**src/rtl/click_track_generator_pkg.sv**
```systemverilog
// click_track_generator_pkg: shared FSM type, tempo constants and clamp helper
package click_track_generator_pkg;
  typedef enum logic [1:0] {IDLE, CLICK, GAP} state_t;
  localparam int DEFAULT_BPM = 120;
  localparam int DIVIDEND_W = 20;
  localparam int DEFAULT_SAMPLE_RATE = 8000;
  localparam logic [DIVIDEND_W-1:0] DIVIDEND = DIVIDEND_W'(DEFAULT_SAMPLE_RATE * 60);
  function automatic logic [15:0] clamp_bpm(input logic [15:0] bpm, input logic [15:0] lo, input logic [15:0] hi);
    return bpm < lo ? lo : bpm > hi ? hi : bpm;
  endfunction
endpackage

```
**src/rtl/click_track_generator_bpm_period_divider.sv**
```systemverilog
// bpm_period_divider: restoring divider, one quotient bit per cycle, restartable
module bpm_period_divider
  import click_track_generator_pkg::*;
(
  input  logic                  clk,
  input  logic                  reset,
  input  logic                  start,
  input  logic [DIVIDEND_W-1:0] dividend,
  input  logic [15:0]           divisor,
  output logic                  busy,
  output logic                  done,
  output logic [DIVIDEND_W-1:0] quotient
);
  logic [DIVIDEND_W-1:0] q;
  logic [15:0] rem;
  logic [15:0] d;
  logic [4:0] cnt;
  logic [16:0] shifted;
  logic fits;
  always_comb begin
    shifted = {rem, q[DIVIDEND_W-1]};
    fits = shifted >= {1'b0, d};
  end
  always_ff @(posedge clk or posedge reset) begin
    if (reset) begin
      q <= '0;
      rem <= '0;
      d <= '0;
      cnt <= '0;
      busy <= 1'b0;
      done <= 1'b0;
      quotient <= '0;
    end else begin
      done <= 1'b0;
      if (start) begin
        q <= dividend;
        rem <= '0;
        d <= divisor;
        cnt <= '0;
        busy <= 1'b1;
      end else if (busy) begin
        rem <= 16'(fits ? shifted - {1'b0, d} : shifted);
        q <= {q[DIVIDEND_W-2:0], fits};
        cnt <= cnt + 5'd1;
        if (cnt == 5'(DIVIDEND_W-1)) begin
          busy <= 1'b0;
          done <= 1'b1;
          quotient <= {q[DIVIDEND_W-2:0], fits};
        end
      end
    end
  end
endmodule

```
**src/rtl/click_track_generator.sv**
```systemverilog
// click_track_generator: metronome click-track sample stream at a programmable tempo
module click_track_generator
  import click_track_generator_pkg::*;
#(
  parameter int W           = 16,
  parameter int CLK_HZ      = 50000000,
  parameter int SAMPLE_RATE = 8000,
  parameter int CLICK_LEN   = 64,
  parameter int CLICK_AMP   = 12288,
  parameter int DECAY_SHIFT = 3,
  parameter int BPM_MIN     = 40,
  parameter int BPM_MAX     = 240
)(
  input  logic                clk,
  input  logic                reset,
  input  logic                enable,
  input  logic [15:0]         bpm_in,
  input  logic                bpm_load,
  output logic signed [W-1:0] sample_out,
  output logic                sample_valid,
  input  logic                sample_ready,
  output logic                beat_marker,
  output logic [15:0]         bpm_active,
  output logic                bpm_busy,
  output logic                overrun
);
  localparam int CLK_DIV = CLK_HZ / SAMPLE_RATE;
  localparam int CW = CLK_DIV > 1 ? $clog2(CLK_DIV) : 1;
  localparam logic [DIVIDEND_W-1:0] DIV_N = DIVIDEND_W'(SAMPLE_RATE * 60);
  localparam logic [DIVIDEND_W-1:0] RESET_PERIOD = DIVIDEND_W'(SAMPLE_RATE * 60 / DEFAULT_BPM);
  localparam logic [DIVIDEND_W-1:0] LAST_CLICK = DIVIDEND_W'(CLICK_LEN - 1);
  localparam logic [W-2:0] AMP = (W-1)'(CLICK_AMP);
  state_t state, state_nx;
  logic [CW-1:0] tcnt;
  logic tick, click_now, wrap, stall, div_done;
  logic [DIVIDEND_W-1:0] k, period, pend_period, div_q;
  logic [W-2:0] env;
  logic [15:0] pend_bpm, load_bpm, bpm_clamped;
  logic signed [W-1:0] tick_sample;
  assign tick = enable && tcnt == CW'(CLK_DIV - 1);
  assign stall = sample_valid && !sample_ready;
  assign bpm_clamped = clamp_bpm(bpm_in, 16'(BPM_MIN), 16'(BPM_MAX));
  always_ff @(posedge clk or posedge reset) begin
    if (reset) tcnt <= '0;
    else tcnt <= (!enable || tick) ? '0 : tcnt + CW'(1);
  end
  always_ff @(posedge clk or posedge reset) begin
    if (reset) state <= IDLE;
    else state <= state_nx;
  end
  // IDLE behaves as the first click sample once the tick arrives
  always_comb begin
    state_nx = state;
    if (!enable) state_nx = IDLE;
    else if (tick) state_nx = wrap ? CLICK : (click_now && k == LAST_CLICK) ? GAP : click_now ? CLICK : GAP;
  end
  always_comb begin
    click_now = state != GAP;
    wrap = k == period - 20'd1;
    tick_sample = click_now ? (k[2] ? -$signed({1'b0, env}) : $signed({1'b0, env})) : '0;
  end
  always_ff @(posedge clk or posedge reset) begin
    if (reset) begin
      k <= '0;
      env <= AMP;
      period <= RESET_PERIOD;
      pend_period <= RESET_PERIOD;
      bpm_active <= 16'(DEFAULT_BPM);
      pend_bpm <= 16'(DEFAULT_BPM);
      load_bpm <= 16'(DEFAULT_BPM);
      sample_out <= '0;
      sample_valid <= 1'b0;
      beat_marker <= 1'b0;
      overrun <= 1'b0;
    end else begin
      beat_marker <= 1'b0;
      if (!enable) begin
        k <= '0;
        env <= AMP;
      end else if (tick) begin
        k <= wrap ? '0 : k + 20'd1;
        env <= wrap ? AMP : click_now ? env - (env >> DECAY_SHIFT) : env;
        if (wrap) begin
          period <= pend_period;
          bpm_active <= pend_bpm;
        end
      end
      // a stalled tick is dropped but the beat position above still advances
      if (tick && stall) overrun <= 1'b1;
      else if (tick) begin
        sample_out <= tick_sample;
        sample_valid <= 1'b1;
        beat_marker <= k == '0;
      end else if (sample_valid && sample_ready) sample_valid <= 1'b0;
      if (bpm_load) load_bpm <= bpm_clamped;
      if (div_done) begin
        pend_period <= div_q;
        pend_bpm <= load_bpm;
      end
    end
  end
  bpm_period_divider u_div (
    .clk      (clk),
    .reset    (reset),
    .start    (bpm_load),
    .dividend (DIV_N),
    .divisor  (bpm_clamped),
    .busy     (bpm_busy),
    .done     (div_done),
    .quotient (div_q)
  );
endmodule
```
**config.mk**
```make
export PLATFORM = sky130hd
export DESIGN_NAME = click_track_generator
export DESIGN_NICKNAME = d
export VERILOG_FILES = /design/src/rtl/click_track_generator_pkg.sv /design/src/rtl/click_track_generator_bpm_period_divider.sv /design/src/rtl/click_track_generator.sv
export SDC_FILE = /design/constraint.sdc
export NUM_CORES = 1
export LEC_CHECK = 0
export CELL_PAD_IN_SITES_DETAIL_PLACEMENT = 0
export CELL_PAD_IN_SITES_GLOBAL_PLACEMENT = 2
export CORE_ASPECT_RATIO = 1.4
export CORE_MARGIN = 1.5
export CORE_UTILIZATION = 43
export DETAILED_ROUTE_END_ITERATION = 16
export PLACE_DENSITY = 0.88
export SLEW_MARGIN = 10
export SYNTH_ARGS = -nofsm -noshare
export SYNTH_HDL_FRONTEND = slang
export SYNTH_SLANG_ARGS = --single-unit
```
**constraint.sdc**
```tcl
create_clock -name clk -period 16 [get_ports clk]
set_input_delay 4 -clock clk [delete_from_list [all_inputs] [get_ports clk]]
set_output_delay 4 -clock clk [all_outputs]
set_load 0.02 [all_outputs]
```
## Yosys cells after proc, flatten, opt, wreduce, memory -nomap -nowiden

Index checks and enable logic that the tools add are counted.

- $add $sub $neg: 7
- Order comparisons: 3
- Equality and inequality tests: 7
- Mux-type cells: 34
- Bitwise operators: 2
- Reduce and logical (&&, ||, !) cells: 16

Operator list:

| kind | count |
|---|---|
| two-way mux 16 bit | 7 |
| two-way mux 20 bit | 5 |
| two-way mux 15 bit | 4 |
| adder 20 x 1 -> 20 bit, second input constant | 1 |
| == test 20 bit | 1 |
| == test 20 x 6 -> 1 bit, second input constant | 1 |
| logical NOT 20 bit | 1 |
| subtractor 20 x 1 -> 20 bit, second input constant | 1 |
| greater-or-equal comparator 17 x 16 -> 1 bit | 1 |
| > comparator 16 x 8 -> 1 bit, second input constant | 1 |
| < comparator 16 x 6 -> 1 bit, second input constant | 1 |
| negator 15 -> 16 bit | 1 |
| subtractor 16 bit | 1 |
| subtractor 15 x 12 -> 15 bit | 1 |
| adder 13 x 1 -> 13 bit, second input constant | 1 |
| == test 13 bit, second input constant | 1 |
| two-way mux 13 bit | 1 |
| two-way mux 1 bit | 10 |
| two-way mux 2 bit | 5 |
| two-way mux 5 bit | 2 |
| AND reduction 2 bit | 3 |
| AND reduction 3 bit | 2 |
| adder 5 x 1 -> 5 bit, second input constant | 1 |
| == test 5 bit, second input constant | 1 |
| 8 further kinds | 15 |

- Register bits: 236
- Input bits: 21

## Longest topological paths before layout

- Word-level depth: 6
- Gate-level depth with buffers: 12
- Mapped depth without buffers: 12

## Cells and area by module

From an unflattened synthesis, not the netlist that was laid out.

- Cells, all modules: 1,197
- Area, all modules: 12,753.5 um2

By module, submodules not included:

| module | instances | cells an instance | area an instance (um2) | seq. area each (um2) |
|---|---|---|---|---|
| click_track_generator | 1 | 756 | 8,361.8 | 3,961.3 |
| bpm_period_divider | 1 | 441 | 4,391.7 | 1,976.9 |

## Least setup slack after synthesis

OpenSTA, ideal clock, no wires.

- Path type: input-to-reg
- Start point: input port bpm_in[11]
- End point: register u_div.d[6]
- Library setup time: 0.144 ns
- Data arrival time: 5.155 ns
- Path slack: 10.701 ns
- Stages on the path: 5
- Cell sequence: or4_1 nor2_1 inv_1 or3_1 a21boi_0

- Cells in the longest elaborated chain, start to end: 3
- Elaborated cells on any way between the ends: 4
- Those cells by class: order compare (2); mux (2)

Ends and longest elaborated chain:

| element | RTL line | source |
|---|---|---|
| start: declaration | click_track_generator.sv:17 | `input logic [15:0] bpm_in,` |
| > comparator 16 x 8 -> 1 bit | click_track_generator_pkg.sv:9 | `return bpm < lo ? lo : bpm > hi ? hi : bpm;` |
| two-way mux 16 bit | click_track_generator_pkg.sv:9 |  |
| two-way mux 16 bit (*) | click_track_generator_pkg.sv:9 |  |
| end signal: assignment | click_track_generator_bpm_period_divider.sv:38 | `d <= divisor;` |
| end: declaration | click_track_generator_bpm_period_divider.sv:16 | `logic [15:0] d;` |

Every way passes the cells marked *; elsewhere a longest branch is shown, timed or not.
A chain may end at the register's enable or synchronous reset.

## Final worst setup path

- Start point: input port bpm_load
- End point: register u_div.quotient[16]

- Cells in the longest elaborated chain, start to end: 2

Ends and longest elaborated chain:

| element | RTL line | source |
|---|---|---|
| start: declaration | click_track_generator.sv:18 | `input logic bpm_load,` |
| NOT 1 bit (no line) | - |  |
| AND reduction 3 bit (no line) | - |  |
| end signal: assignment | click_track_generator_bpm_period_divider.sv:48 | `quotient <= {q[DIVIDEND_W-2:0], fits};` |
| end: declaration | click_track_generator_bpm_period_divider.sv:12 | `output logic [DIVIDEND_W-1:0] quotient` |

No other way between the ends.

==> qor.csv <==
metric;value;unit
Hold Violations, Final;0;
period utilization;0.374;
dpl hpwl;17500;um
Chip Height;199;um
DIE WIDTH;143;um
ys flop type;dfrtp_1;
Period minus WS final;5980;ps
outcome;complete, no violations;
Worst-Margin Slew;1160;ps
antenna cells;0;
first-pass detailed-route iteration total;6;
flop-to-flop setup slack;11440;ps
Worst Path Required;16410;ps
CTS clk-pin slew, worst paths;60;ps
slew margin rel.;0.225;
main area contributors after synthesis;dfrtp_1 42%, dfstp_2 5.8%, mux2_2 4.0%;
commonest non-fill, non-tap cell in the layout;dfrtp_1;
layout cells sized above 1;0.141;
setup tns final;0;ps
die area;28400;um2
hold path start;u_div.quotient[8];
antenna violations before repair;0;
grt total ovfl;0;
area of the multi-input gates;5690;um2
Yosys warnings;0;
first-pass GRT wire length;43300;um
synth-to-layout area growth;14.3;%
syn nets;1193;
WL met1;11300;um
top routing layer used;met4;
R2R Path Start;period[0];
Post-CTS Resized;0;
Core Util, Final;0.500;
Row Count;71;
WL final;25300;um
clk buf depth;3;
Post-Synthesis Cell Area;11800;um2
WHS Endpoint;u_div.quotient[8];
largest net degree at the start of global routing;138;
clk_lat worst skew;530;ps
clk_skew;16.3;ps
worst hold slack;470;ps
post-synthesis sequential area ratio;0.479;
number of synthesized flops with an enable pin;0;
gate count of the mapped netlist;1135;
Port-buffer cells;56;
Critical Path Most Common Cell;nand2_1;
Vias;8420;
Fmax achieved;167;MHz
worst min-delay path category;reg -> reg;
GRT Total Usage;0.187;
Post-CTS Setup Repair Bufs;0;
Critical Path AT;6400;ps
Max stage delay cell, worst path;clkinv_1;
CTS Buf Count;24;
CTS Hold Buffers Added;0;
vias in the first global route;8529;
leakage power;6.39;nW
Starting DRT DRC Count;408;
vias per inst;5.42;
biggest area consumer among synthesized cells;dfrtp_1;
RSZ-0062 raised after global routing;false;
synth unique cells;70;
maximum VDD drop;0.0933;mV
GP Congestion;0.808;
Storage cell area;5640;um2
CP endpoint kind;register;
Total Power;0.00145;W
most frequent cells in the layout;197 x dfrtp_1, 116 x nand2_1, 102 x nor2_1, 58 x inv_1, 55 x clkdlybuf4s50_1;
crit-path max FO;50;
Detail Route Antenna Nets;0;
pwr/cell area;108;nW/um2
Fill cells;2514;
crit path from;bpm_load;
syn_area_per_cell;10.4;um2
Final Net Count;1229;
io pins;57;
critical path class;in -> reg;
Initial Util;0.437;
max cap viols;0;
CTS tree;yes;
Core ar.;26900;um2
clk sink count;224;
Final Max Tran Viols;0;
post-synthesis async set-or-reset flop share;1.00;
DRC viols;0;
Yosys reg bits;224;
WL/cell;16.3;um
WL met3;723;um
Yosys top cell area share;0.421;
hold path depth;2;
reg2reg end;period[6];
Reg2Reg Depth;11;
crit-path cells;buf_2 -> buf_4 -> clkinv_1 -> nand2_1 -> or2_2 -> inv_1 -> nand2_1 -> nand2_1;
CP peak stage delay;600;ps
CP startpoint kind;primary input;
H-tree levels;1;
Clk Tree Root Cell;clkbuf_16;
WL met2;12800;um
Final setup viols;0;
## registers in the layout, indices dropped and copies added, names as in the netlist, 16 cells and up
register,cells
k,20
pend_period,20
period,20
u_div.q,20
u_div.quotient,20
bpm_active,16
load_bpm,16
pend_bpm,16
sample_out,16
u_div.rem,16
## logic make-up (layout without fill, tap and decap cells)
family / Yosys count / in the layout / synth area share
AO/OA/AOI/OAI: 212 / 212 / 0.130
XOR/XNOR: 67 / 67 / 0.0498
adder cells (fa/ha/maj): 37 / 37 / 0.0406
AND/OR/NAND/NOR: 379 / 379 / 0.157
flip-flops: 224 / 224 / 0.479
buffers and inverters: 112 / 166 / 0.0380
multiplexers: 104 / 104 / 0.106
## cells in the mapped netlist (all sizes together) (5+ instances only)
library cell,instances
mux2,72
inv,59
a211oi,17
nor4,18
o31a,5
o21ai,38
or4,7
nand4,17
mux2i,32
nand2,116
a311oi,7
and3,19
nand3,30
o311ai,6
xor2,27
xnor2,40
dfrtp,198
nor2b,8
nor3,21
a21o,15
o31ai,20
a31oi,15
o21a,14
nor3b,5
nor2,102
clkbuf,37
a22o,19
ha,35
dfstp,26
or3,6
or4b,5
buf,15
or2,6
and4,5
a21oi,19
## power breakdown
part | total [W] | internal (W) | switching [W]
clock network | 0.000581 | 0.000346 | 0.000236
registers | 0.000608 | 0.000590 | 0.0000184
logic | 0.000260 | 0.000114 | 0.000146
total | 0.00145 | 0.00105 | 0.000400
## layer usage
metal  vias to the layer above  global-route usage
li1                       4141                   -
met3                        38              0.0238
met4                         0              0.0515
met2                       109               0.336
met1                      4132               0.234
met5                         -                   0
## per-stage QoR
step / setup WS, ps / instances / cell area [um2]
2_1_floorplan: 5910 / 1135 / 11800
3_3_place_gp: 9450 / 1510 / 12600
3_5_place_dp: 9410 / 1510 / 12600
4_1_cts: 9980 / 1554 / 13500
5_1_grt: 9690 / 1554 / 13500
6_report: 10020 / 1554 / 13500
## critical path: cells and delay by family
| family | cells | cell delay (ps) |
|---|---|---|
| simple gates | 4 | 900 |
| buf+inv | 4 | 1480 |
## cell type report
| type | count | area share |
|---|---|---|
| Timing Repair Buffer | 62 | 0.0446 |
| Inverter | 60 | 0.0173 |
| Tap cell | 365 | 0.0339 |
| Clock buffer | 30 | 0.0493 |
| Multi-Input combinational cell | 799 | 0.423 |
| Clock inverter | 14 | 0.0131 |
| Sequential cell | 224 | 0.419 |
## worst max path at each step
stage	end	slack, ps	cells past startpoint
finish	u_div.quotient[16]	10020	8
detailed placement	u_div.quotient[16]	9410	8
CTS	u_div.quotient[16]	9980	8
global route	u_div.quotient[13]	9690	8
global placement	u_div.quotient[6]	9450	8
floorplan	beat_marker	5910	1
Power figures use the tool's default switching activity.
